### src/rtl/flex_timer_pkg.sv
// Shared definitions for the flex down-timer.
//   timer_state_t : controller state encoding (IDLE, RUN, EXPIRE)
package flex_timer_pkg;

  typedef enum logic [1:0] {
    IDLE   = 2'd0,
    RUN    = 2'd1,
    EXPIRE = 2'd2
  } timer_state_t;

endpackage

### src/rtl/flex_prescaler.sv
// Tick prescaler for the flex down-timer.
// Emits one strobe every (prescale_val+1) cycles in which enable is high.
// Ports:
//   clk, n_rst    : clock, asynchronous active-low reset
//   clear         : synchronous zeroing of the prescale count
//   enable        : qualifies counting (paused when low)
//   prescale_val  : divide ratio minus one
//   strobe        : combinational, high on the enabled cycle that completes a period
module flex_prescaler #(
  parameter int unsigned WIDTH = 4
) (
  input  logic             clk,
  input  logic             n_rst,
  input  logic             clear,
  input  logic             enable,
  input  logic [WIDTH-1:0] prescale_val,
  output logic             strobe
);

  logic [WIDTH-1:0] pre_cnt;

  // >= rather than == so a ratio lowered mid-count cannot miss its terminal value
  assign strobe = enable && (pre_cnt >= prescale_val);

  always_ff @(posedge clk or negedge n_rst) begin
    if (!n_rst) begin
      pre_cnt <= '0;
    end else if (clear) begin
      pre_cnt <= '0;
    end else if (enable) begin
      if (pre_cnt >= prescale_val) begin
        pre_cnt <= '0;
      end else begin
        pre_cnt <= pre_cnt + WIDTH'(1);
      end
    end
  end

endmodule

### src/rtl/flex_down_timer.sv
// Loadable down-counting timer with one-shot / periodic modes.
// Optional feature macro: FLEX_TIMER_PRESCALE_EN (adds prescale_val and a
// tick prescaler; when undefined every tick_enable cycle decrements).
// Ports:
//   clk, n_rst    : clock, asynchronous active-low reset
//   clear         : synchronous abort to IDLE (highest priority)
//   load_valid    : load request; accepted when load_ready is high
//   load_ready    : high when not RUN and not clearing
//   load_val      : start / reload tick count
//   periodic      : auto-reload (1) or one-shot (0), sampled at accept
//   tick_enable   : decrement qualifier; low pauses the count
//   prescale_val  : (FLEX_TIMER_PRESCALE_EN only) strobe every prescale_val+1 ticks
//   count_out     : remaining ticks (registered)
//   expire_flag   : single-cycle expiry pulse (registered)
//   busy          : high while in RUN
module flex_down_timer
  import flex_timer_pkg::*;
#(
  parameter int unsigned NUM_CNT_BITS  = 4,
  parameter int unsigned PRESCALE_BITS = 4
) (
  input  logic                     clk,
  input  logic                     n_rst,
  input  logic                     clear,
  input  logic                     load_valid,
  output logic                     load_ready,
  input  logic [NUM_CNT_BITS-1:0]  load_val,
  input  logic                     periodic,
  input  logic                     tick_enable,
`ifdef FLEX_TIMER_PRESCALE_EN
  input  logic [PRESCALE_BITS-1:0] prescale_val,
`endif
  output logic [NUM_CNT_BITS-1:0]  count_out,
  output logic                     expire_flag,
  output logic                     busy
);

  timer_state_t             state, state_next;
  logic [NUM_CNT_BITS-1:0]  reload, reload_next;
  logic [NUM_CNT_BITS-1:0]  count_next;
  logic                     periodic_q, periodic_next;
  logic                     expire_next;
  logic                     accept;
  logic                     dec;

  assign load_ready = (state != RUN) && !clear;
  assign accept     = load_valid && load_ready;
  assign busy       = (state == RUN);

`ifdef FLEX_TIMER_PRESCALE_EN
  flex_prescaler #(
    .WIDTH (PRESCALE_BITS)
  ) u_prescaler (
    .clk          (clk),
    .n_rst        (n_rst),
    .clear        (clear || accept),
    .enable       (tick_enable && (state == RUN)),
    .prescale_val (prescale_val),
    .strobe       (dec)
  );
`else
  logic [PRESCALE_BITS-1:0] prescale_unused;
  assign prescale_unused = '0;
  assign dec             = tick_enable;
`endif

  always_comb begin
    state_next    = state;
    count_next    = count_out;
    reload_next   = reload;
    periodic_next = periodic_q;
    expire_next   = 1'b0;

    if (clear) begin
      state_next    = IDLE;
      count_next    = '0;
      reload_next   = '0;
      periodic_next = 1'b0;
    end else begin
      case (state)
        RUN: begin
          if (dec) begin
            if (count_out > NUM_CNT_BITS'(1)) begin
              count_next = count_out - NUM_CNT_BITS'(1);
            end else begin
              expire_next = 1'b1;
              if (periodic_q) begin
                count_next = reload;
              end else begin
                count_next = '0;
                state_next = EXPIRE;
              end
            end
          end
        end
        IDLE, EXPIRE: begin
          state_next = IDLE;
          if (accept) begin
            if (load_val == '0) begin
              // zero-length load expires immediately; periodic is meaningless here
              count_next    = '0;
              reload_next   = '0;
              periodic_next = 1'b0;
              expire_next   = 1'b1;
              state_next    = EXPIRE;
            end else begin
              count_next    = load_val;
              reload_next   = load_val;
              periodic_next = periodic;
              state_next    = RUN;
            end
          end
        end
        default: begin
          state_next = IDLE;
          count_next = '0;
        end
      endcase
    end
  end

  always_ff @(posedge clk or negedge n_rst) begin
    if (!n_rst) begin
      state       <= IDLE;
      count_out   <= '0;
      reload      <= '0;
      periodic_q  <= 1'b0;
      expire_flag <= 1'b0;
    end else begin
      state       <= state_next;
      count_out   <= count_next;
      reload      <= reload_next;
      periodic_q  <= periodic_next;
      expire_flag <= expire_next;
    end
  end

endmodule

### config.mk
export PLATFORM = sky130hd
export DESIGN_NAME = flex_down_timer
export DESIGN_NICKNAME = d
export VERILOG_FILES = /design/src/rtl/flex_timer_pkg.sv /design/src/rtl/flex_prescaler.sv /design/src/rtl/flex_down_timer.sv
export SDC_FILE = /design/constraint.sdc
export NUM_CORES = 1
export LEC_CHECK = 0
export CORE_ASPECT_RATIO = 0.7
export CORE_MARGIN = 10
export CORE_UTILIZATION = 37
export CTS_BUF_LIST = sky130_fd_sc_hd__clkbuf_4
export DETAILED_ROUTE_END_ITERATION = 8
export SYNTH_ARGS = -nofsm -noshare
export SYNTH_HDL_FRONTEND = slang
export SYNTH_SLANG_ARGS = --single-unit
### constraint.sdc
create_clock -name clk -period 2.2 [get_ports clk]
set_input_delay 0.22 -clock clk [delete_from_list [all_inputs] [get_ports clk]]
set_output_delay 0.22 -clock clk [all_outputs]
set_load 0.05 [all_outputs]
==> run_results.csv <==
group,metric,value,unit
clocking,clk_path_buf_depth,2,
power_and_ir_drop,sequentialPowerShare,44.4,%
clocking,cts_hold_buf,0,
setup_path,crit_type,"reg -> out",
cells_and_area,final_cell_mix,"clkdlybuf4s50_1, dfrtp_1, nand2_1",
placement,routabilityCongestion,0.835,
placement,io_buffers,16,
grt,overflow,0,
cells_and_area,layout_commonest_cell,"clkdlybuf4s50_1",
grt,met2_usage,12.6,%
setup_path,rrSetupSlack,0.46,ns
clocking,h-tree-depth,1,
setup_path,cp-start-kind,"flop",
floorplan,rows,13,
power_and_ir_drop,intPower,0.373,mW
power_and_ir_drop,leakage,0.383,nW
clocking,root_buffer,"clkbuf_4",
sta,fin_setup_tns,0,ns
clocking,cts.clk_slew.worst_paths,0.07,ns
cells_and_area,diodes,0,
run_status,status,"complete, no violations",
setup_path,critPathMaxFanout,7,
sta,slew_violations,0,
cells_and_area,layout-drive-gt1-share,8.79,%
clocking,cts_sinks,12,
sta,final.period_utilization,92.2,%
cells_and_area,areaGrowthSynthToFinish,28.2,%
routing,wl,1730,um
cells_and_area,fill_cells,199,
power_and_ir_drop,clkPwrFrac,23.1,%
routing,num_vias,604,
grt,use_met3,5.26,%
routing,routedWlPerCell,15.3,um
logic_synthesis,synth_top_cell_by_area,"dfrtp_1",
floorplan,io_pins,17,
logic_synthesis,synth_fp_nets,86,
grt,grtUsageMet1,11.6,%
cells_and_area,stdcell_count,113,
routing,viasPerCell,5.35,
logic_synthesis,syn_inst,74,
job,max-cap-violations,0,
grt,grt_pass1_wl,3000,um
logic_synthesis,ys_types,29,
clocking,cts_setup_buffers,0,
floorplan,die-area,4080,um2
sta,fin_crit,2.03,ns
sta,rsz0062_at_grt,"false",
routing,drc,0,
cells_and_area,nets,105,
power_and_ir_drop,p_sw_share,35.2,%
grt,groute.usage.overall,9.12,%
sta,finalSetupViolCount,0,
setup_path,end_kind,"primary output",
clocking,cts_tree,"yes",
sta,relSlewSlack,63.4,%
placement,dp_cells,110,
cells_and_area,multi_input_area,378,um2
setup_path,r2r-start,"count_out[0]$_DFFE_PN0P_",
logic_synthesis,ys_warn_count,0,
sta,hold_viol_final,0,
grt,busiest_layer,"met2",
clocking,ctsResizeCount,0,
setup_path,crit_arrival,1.81,ns
sta,tightest_slew,0.548,ns
clocking,numCtsBuffers,3,
clocking,clk_latency,0.27,ns
power_and_ir_drop,ir_drop,0.288,mV
setup_path,r2r_cells,6,
worst_hold_path,hold_path_class,"in -> async",
routing,postRouteAntennaNets,0,
sta,max_freq,493,MHz
routing,drt_iter0_markers,22,
setup_path,required,1.98,ns
power_and_ir_drop,switchingPower,0.203,mW
floorplan,die-width,72.2,um
power_and_ir_drop,share_comb_of_total_power,32.5,%
cells_and_area,utilization,49.2,%
grt,grt_pass1_vias,609,
logic_synthesis,ys_top_cells_by_area,"dfrtp_1, nand2_1, a22oi_1, nor2_1, a2111oi_4",
grt,grt_max_degree,13,
sta,skew,0.00372,ns
setup_path,timing.rr.end,"count_out[1]$_DFFE_PN0P_",
floorplan,core,1840,um2
power_and_ir_drop,power_density,636,nW/um2
logic_synthesis,synth_top_area_share,42.6,%
floorplan,initial_core_util,38.4,%
logic_synthesis,syn-cell-area,706,um2
floorplan,dieHeight,56.5,um
logic_synthesis,synth_seq_cells,12,
placement,dp_hpwl,1360,um
logic_synthesis,yosysSeqAreaShare,42.6,%
logic_synthesis,avgSynthCellArea,9.54,um2
grt,antenna_found_initial,0,
cells_and_area,regArea,300,um2
routing,drtPass1Iterations,4,
[cell usage after synthesis]
library cell and count:
a211o_1 1, a21boi_1 1, mux2_1 2, o21ai_0 1
nor2b_1 2, nor4b_1 1, a2111oi_4 1, buf_4 1
o21ba_1 1, inv_1 3, a32oi_1 2, o21ai_1 3
nand3b_4 1, clkbuf_1 1, nor3_2 1, a21o_1 1
a22oi_1 4, dfrtp_1 12, buf_2 1, nor4_1 2
a211oi_1 1, a221o_1 1, ha_1 2, and2b_1 1
nand2_1 11, a21oi_1 5, nand2b_1 1, nor2_1 8
nor3_1 2
[critical path, cell delays in order, from the launching register on]
cell and delay (ns):
dfrtp_1 0.35, and2b_1 0.33, clkdlybuf4s50_1 0.85
[sequential cells by signal, indices dropped and copies added, names as in the netlist]
| register | cells |
|---|---|
| count_out | 4 |
| expire_flag | 1 |
| periodic_q | 1 |
| reload | 4 |
| state | 2 |
[layer usage]
| layer | routed length [um] | vias up |
|---|---|---|
| met1 | 824 | 280 |
| met2 | 778 | 18 |
| met3 | 112 | 2 |
| li1 | - | 304 |
| met5 | 0 | - |
| met4 | 11 | 0 |
[cell type report]
| cell class | instances | area share, % |
|---|---|---|
| Multi-Input combinational cell | 56 | 41.8 |
| Inverter | 3 | 1.24 |
| Timing Repair Buffer | 17 | 18.3 |
| Clock buffer | 3 | 2.49 |
| Sequential cell | 12 | 33.2 |
| Tap cell | 22 | 3.04 |
[power by group through the flow]
stage,Combinational [mW],Clock [mW],Sequential [mW]
6_report,0.187,0.133,0.255
5_1_grt,0.205,0.155,0.259
4_1_cts,0.189,0.139,0.255
3_5_place_dp,0.188,0,0.260
3_3_place_gp,0.187,0,0.259
2_1_floorplan,0.103,0,0.279
[metrics by stage]
stage	hold WS [ns]	cell area (um2)	setup WS (ns)	total power, mW
2_1_floorplan	-0.0756	706	0.406	0.381
3_3_place_gp	0.515	882	0.471	0.446
3_5_place_dp	0.516	882	0.460	0.448
4_1_cts	0.330	905	0.153	0.583
5_1_grt	0.342	905	0.0754	0.619
6_report	0.301	905	0.171	0.575
[how the worst max path moves through the flow]
stage | startpoint | end | slack, ns | cells after the start
after floorplan | count_out[0]$_DFFE_PN0P_ | count_out[0]$_DFFE_PN0P_ | 0.41 | 6
after global placement | state[1]$_DFFE_PN0P_ | busy | 0.47 | 2
after global routing | state[1]$_DFFE_PN0P_ | busy | 0.08 | 2
final | state[1]$_DFFE_PN0P_ | busy | 0.17 | 2
after detailed placement | state[1]$_DFFE_PN0P_ | busy | 0.46 | 2
after CTS | state[1]$_DFFE_PN0P_ | busy | 0.15 | 2
[logic make-up (layout without fill, tap and decap cells)]
kind of cell | after synthesis | after routing | synth area share (%)
compound gates | 22 | 22 | 24.3
fa+ha+maj | 2 | 2 | 3.55
buf+inv | 6 | 23 | 3.90
flops | 12 | 12 | 42.6
mux | 2 | 2 | 3.19
simple gates | 30 | 30 | 22.5
(Power assumes the default switching activity.)
